$ cat src/rtl/main_controller.sv
// Multicycle MIPS main control FSM: sequences fetch/decode/execute/memory/writeback
// from the opcode and guards every memory wait with a watchdog counter.
module main_controller #(
    parameter logic [2:0] ALUOP_ADD   = 3'b000,
    parameter logic [2:0] ALUOP_SUB   = 3'b001,
    parameter logic [2:0] ALUOP_FUNCT = 3'b010,
    parameter int         TIMEOUT     = 16
) (
    input  logic       clk,
    input  logic       rst_n,
    input  logic [5:0] opcode,
    input  logic       mem_ready,
    output logic       iord,
    output logic       irwrite,
    output logic       pcwrite,
    output logic       branch,
    output logic       memwrite,
    output logic       regwrite,
    output logic       regdst,
    output logic       memtoreg,
    output logic       alusrca,
    output logic [1:0] alusrcb,
    output logic [1:0] pcsrc,
    output logic [2:0] aluop,
    output logic       illegal_op,
    output logic       mem_timeout,
    output logic [3:0] state
);

    localparam int CW = $clog2(TIMEOUT + 1);
    localparam logic [CW-1:0] WDOG_LIMIT = CW'(TIMEOUT - 1);

    localparam logic [5:0] OP_LW   = 6'b100011;
    localparam logic [5:0] OP_SW   = 6'b101011;
    localparam logic [5:0] OP_R    = 6'b000000;
    localparam logic [5:0] OP_BEQ  = 6'b000100;
    localparam logic [5:0] OP_ADDI = 6'b001000;
    localparam logic [5:0] OP_J    = 6'b000010;

    typedef enum logic [3:0] {
        S_FETCH  = 4'd0,
        S_DECODE = 4'd1,
        S_MEMADR = 4'd2,
        S_MEMRD  = 4'd3,
        S_MEMWB  = 4'd4,
        S_MEMWR  = 4'd5,
        S_EXEC   = 4'd6,
        S_ALUWB  = 4'd7,
        S_BEQ    = 4'd8,
        S_ADDIEX = 4'd9,
        S_ADDIWB = 4'd10,
        S_JUMP   = 4'd11
    } state_t;

    state_t        state_reg, state_next;
    logic [CW-1:0] wdog_reg, wdog_next;
    logic          is_sw_reg, is_sw_next;

    // Raw enables before the reset gate.
    logic irwrite_c, pcwrite_c, branch_c, memwrite_c, regwrite_c;
    logic waiting;

    always_ff @(posedge clk or negedge rst_n) begin
        if (!rst_n) begin
            state_reg <= S_FETCH;
            wdog_reg  <= '0;
            is_sw_reg <= 1'b0;
        end else begin
            state_reg <= state_next;
            wdog_reg  <= wdog_next;
            is_sw_reg <= is_sw_next;
        end
    end

    always_comb begin
        state_next  = S_FETCH;
        wdog_next   = '0;
        is_sw_next  = is_sw_reg;
        waiting     = 1'b0;
        irwrite_c   = 1'b0;
        pcwrite_c   = 1'b0;
        branch_c    = 1'b0;
        memwrite_c  = 1'b0;
        regwrite_c  = 1'b0;
        iord        = 1'b0;
        regdst      = 1'b0;
        memtoreg    = 1'b0;
        alusrca     = 1'b0;
        alusrcb     = 2'b00;
        pcsrc       = 2'b00;
        aluop       = ALUOP_ADD;
        illegal_op  = 1'b0;
        mem_timeout = 1'b0;

        case (state_reg)
            S_FETCH: begin
                alusrcb    = 2'b01;
                irwrite_c  = mem_ready;
                pcwrite_c  = mem_ready;
                waiting    = 1'b1;
                state_next = mem_ready ? S_DECODE : S_FETCH;
            end
            S_DECODE: begin
                alusrcb    = 2'b11;
                is_sw_next = (opcode == OP_SW);
                case (opcode)
                    OP_LW, OP_SW: state_next = S_MEMADR;
                    OP_R:         state_next = S_EXEC;
                    OP_BEQ:       state_next = S_BEQ;
                    OP_ADDI:      state_next = S_ADDIEX;
                    OP_J:         state_next = S_JUMP;
                    default: begin
                        illegal_op = 1'b1;
                        state_next = S_FETCH;
                    end
                endcase
            end
            S_MEMADR: begin
                alusrca    = 1'b1;
                alusrcb    = 2'b10;
                state_next = is_sw_reg ? S_MEMWR : S_MEMRD;
            end
            S_MEMRD: begin
                iord       = 1'b1;
                waiting    = 1'b1;
                state_next = mem_ready ? S_MEMWB : S_MEMRD;
            end
            S_MEMWB: begin
                memtoreg   = 1'b1;
                regwrite_c = 1'b1;
            end
            S_MEMWR: begin
                iord       = 1'b1;
                memwrite_c = 1'b1;
                waiting    = 1'b1;
                state_next = mem_ready ? S_FETCH : S_MEMWR;
            end
            S_EXEC: begin
                alusrca    = 1'b1;
                aluop      = ALUOP_FUNCT;
                state_next = S_ALUWB;
            end
            S_ALUWB: begin
                regdst     = 1'b1;
                regwrite_c = 1'b1;
            end
            S_BEQ: begin
                alusrca  = 1'b1;
                aluop    = ALUOP_SUB;
                pcsrc    = 2'b01;
                branch_c = 1'b1;
            end
            S_ADDIEX: begin
                alusrca    = 1'b1;
                alusrcb    = 2'b10;
                state_next = S_ADDIWB;
            end
            S_ADDIWB: regwrite_c = 1'b1;
            S_JUMP: begin
                pcsrc     = 2'b10;
                pcwrite_c = 1'b1;
            end
            default: state_next = S_FETCH;
        endcase

        // Ready in the limit cycle wins; otherwise the abort suppresses the pending write.
        if (waiting && !mem_ready) begin
            if (wdog_reg == WDOG_LIMIT) begin
                mem_timeout = 1'b1;
                memwrite_c  = 1'b0;
                state_next  = S_FETCH;
            end else begin
                wdog_next = wdog_reg + 1'b1;
            end
        end
    end

    // Reset forces every write enable low without waiting for a clock edge.
    assign irwrite  = irwrite_c  & rst_n;
    assign pcwrite  = pcwrite_c  & rst_n;
    assign branch   = branch_c   & rst_n;
    assign memwrite = memwrite_c & rst_n;
    assign regwrite = regwrite_c & rst_n;
    assign state    = state_reg;

endmodule

$ cat config.mk
export PLATFORM = sky130hd
export DESIGN_NAME = main_controller
export DESIGN_NICKNAME = d
export VERILOG_FILES = /design/src/rtl/main_controller.sv
export SDC_FILE = /design/constraint.sdc
export NUM_CORES = 1
export LEC_CHECK = 0
export CAP_MARGIN = 20
export CORE_MARGIN = 2
export CORE_UTILIZATION = 49
export CTS_BUF_LIST = sky130_fd_sc_hd__clkbuf_4
export DETAILED_ROUTE_END_ITERATION = 16
export PLACE_DENSITY = 0.86
export SYNTH_ARGS = -nofsm -noshare
export SYNTH_HDL_FRONTEND = slang
export SYNTH_SLANG_ARGS = --single-unit
$ cat constraint.sdc
create_clock -name clk -period 3.1 [get_ports clk]
set_clock_uncertainty 0.1 [all_clocks]
set_input_delay 0.465 -clock clk [delete_from_list [all_inputs] [get_ports clk]]
set_output_delay 0.465 -clock clk [all_outputs]
set_load 0.1 [all_outputs]
==> results.md <==
| Result | Value |
| --- | --- |
| Antenna diodes | 0 |
| Number of hold-slack violations in the final timing report | 0 |
| Static power due to leakage | 0.5140 nW |
| Routability Congestion | 0.7544 |
| Largest net degree at the start of global routing | 22 |
| Synth Flop Type | dfrtp_1 |
| Flop and latch count out of synthesis | 10 |
| Status | finished, final reports clean |
| Min-delay worst type | register to register |
| FF/Latch Area | 265.3 um2 |
| Post-synthesis average cell area | 8.157 um2 |
| Startpoint types | input pin |
| Ys async rst share | 100.0% |
| Clock root cell | clkbuf_4 |
| Endpoints failing setup | 0 |
| Maximum fanout encountered on the critical timing path | 5 |
| Gate count after technology mapping | 104 |
| Worst Path Required | 2.53 ns |
| Hold Path Cell Cnt | 1 |
| Post-synth EDFFs | 0 |
| Cell types occupying the most area after synthesis | dfrtp_1 29%, nor3_1 5.9%, nor2_1 4.4%, a21oi_1 3.5%, xor2_1 3.1% |
| Iteration count of the initial detailed-routing pass | 3 |
| Number of I/O port buffers | 29 |
| Via count | 854 |
| Fillers | 135 |
| Clk_lat worst skew | 0.27 ns |
| Number of unique standard cell types used by synthesis | 41 |
| Commonest cells in the netlist | 10 x dfrtp_1, 10 x nor2_1, 10 x nor3_1 |
| Worst Reg-to-Reg Cells | 4 |
| Setup bufs post-CTS | 0 |
| Number of flip-flops in the largest register | 5 |
| Number of levels the H-tree was split into | 1 |
| Remaining routing DRC violations | 0 |
| Worst setup path class | input pin to output port |
| Row count | 15 |
| End of the worst register-to-register path | state[2] |
| Placed wire-length estimate | 1649 um |
| CP Data Arrival Time | 2.19 ns |
| Number of nets in the final layout | 141 |
| Die X | 45.61 um |
| Number of gates resized after CTS | 0 |
| Hold_buf cts | 0 |
| Floorplan die height | 45.61 um |
| Worst-case vdd ir drop | 687.6 uV |
| Clock tree from TritonCTS | yes |
| Max-capacitance violation count | 0 |
| Number of global-route vias before repair | 792 |
| Num CTS Buffers | 3 |
| Max Root-Sink Buffers | 2 |
| Type of element capturing the critical path | output port |
| Clock Sink Count | 10 |
| Initial DRC count | 6 |
| Detail-routed net length per standard cell | 14.42 um |
| Min-delay src | wdog_reg[0] |
| Clock slew at the register clock pins of the worst setup and hold paths | 0.06 ns |
| Worst R2R Start | state[2] |
| Cell type with the highest aggregate area in the netlist | dfrtp_1 |
| Share of the yosys chip area belonging to registers | 29.50% |
| Final Slew Violations | 0 |
| Top cell type's share of synthesized area | 29.50% |
| PD cells | 869.6 mW/mm2 |
| Number of antenna violations at the first check in global routing | 0 |
| Hold endpoint | wdog_reg[0] |
| Wire length of the first global-routing pass | 3270 um |
| Initial core utilization | 50.79% |
| Unrepaired setup endpoints after global routing | no |
| Aggregate global routing overflow | 0 |
| GRT Util Overall | 22.01% |
| Final period utilization | 88.83% |
| Via density per instance | 5.810 |
| Total wire length after detailed routing | 2120 um |
| Post-route minimum period | 2.754 ns |
| Final hold slack | 0.3699 ns |
| Reg2reg setup slack | 1.27 ns |
| Proportion of layout cells with a drive suffix above 1 | 36.92% |
| I/O pin count | 31 |
| Warnings, synthesis | 0 |
| Area Overhead vs Synth | 49.56% |
| Cell area after technology mapping | 848.3 um2 |
| Floorplan die area | 0.002080 mm2 |
| Highest Clock Rate | 0.3632 GHz |
| Synthesized net count | 114 |
| Footprint of the multi-input gates | 608.1 um2 |
| Area of the core | 0.001670 mm2 |
| Final core utilization | 75.96% |
| Antenna-violating nets left | 0 |
per-stage QoR:
step	setup WS (ns)	cells	TNS, ns	total power (W)	instance area, um2
finish	0.3464	147	0	0.001103	1269
global route	0.2254	147	0	0.001148	1269
CTS	0.3478	147	0	0.001105	1269
detailed placement	0.3535	143	0	0.001002	1239
global placement	0.4333	143	0	0.0009936	1239
floorplan	-0.6108	104	-2.170	0.0008392	935.9
cells by family (layout without fill, tap and decap cells):
family                   count (synthesis)  after routing  share of synthesized area [%]
other                                    1              1                         0.4421
multiplexers                             1              1                          1.180
AO/OA/AOI/OAI                           23             23                          19.03
buffers and inverters                   11             37                          7.079
adder cells (fa/ha/maj)                  1              1                          1.475
flip-flops                              10             10                          29.50
XOR/XNOR                                 5              5                          5.163
AND/OR/NAND/NOR                         52             52                          36.14
final cells by class:
| cell class | count | area share (%) |
|---|---|---|
| clock buffers | 4 | 2.367 |
| inverters | 3 | 0.8876 |
| multi-input cells | 83 | 47.93 |
| flip-flops and latches | 10 | 20.91 |
| well taps | 17 | 1.677 |
| repair buffers | 30 | 26.23 |
critical path, stage by stage:
cell             delay (ns)
clkdlybuf4s50_1        0.49
or4_1                  0.55
nor3_1                 0.22
nor2_1                 0.07
and3_1                 0.21
buf_12                 0.17
cell usage in the layout, fill, tap and decap left out, drive strengths merged:
cell type	Yosys	routed
buf	6	22
nor3	11	11
nor2	10	10
dfrtp	10	10
clkdlybuf4s50	0	8
a21oi	7	7
nand2	5	5
nand3	5	5
o21ai	5	5
nand2b	5	5
clkbuf	2	4
and3	4	4
inv	3	3
xor2	3	3
or3b	3	3
nor4	3	3
a21o	2	2
xnor2	2	2
or4	1	1
o32a	1	1
nor4b	1	1
a22oi	1	1
o32ai	1	1
nor2b	1	1
or4b	1	1
o31ai	1	1
a2bb2oi	1	1
nand3b	1	1
a31o	1	1
a22o	1	1
and2	1	1
o211ai	1	1
a211oi	1	1
mux2i	1	1
ha	1	1
conb	1	1
power by group:
group	switching [W]	internal, W	total, W
Clock	0.0000437	0.0000585	0.000102
Combinational	0.000529	0.000223	0.000753
Sequential	0.0000851	0.000163	0.000248
how the worst max path moves through the flow:
| stage | start | depth (start not counted) | slack, ns | end |
|---|---|---|---|---|
| final | opcode[0] | 6 | 0.35 | illegal_op |
| after CTS | mem_ready | 6 | 0.35 | memwrite |
| after global placement | mem_ready | 6 | 0.43 | memwrite |
| after floorplan | state[1] | 3 | -0.61 | aluop[0] |
| after global routing | mem_ready | 6 | 0.23 | memwrite |
| after detailed placement | mem_ready | 6 | 0.35 | memwrite |
routing by layer:
| layer | up-vias | global-route usage [%] | wire length [um] |
|---|---|---|---|
| li1 | 427 | - | - |
| met1 | 408 | 25.85 | 921 |
| met2 | 17 | 37.75 | 1113 |
| met3 | 2 | 6.746 | 64 |
| met4 | 0 | 7.059 | 20 |
| met5 | - | 0 | 0 |
Note: power is estimated with default switching activity, not from simulation.
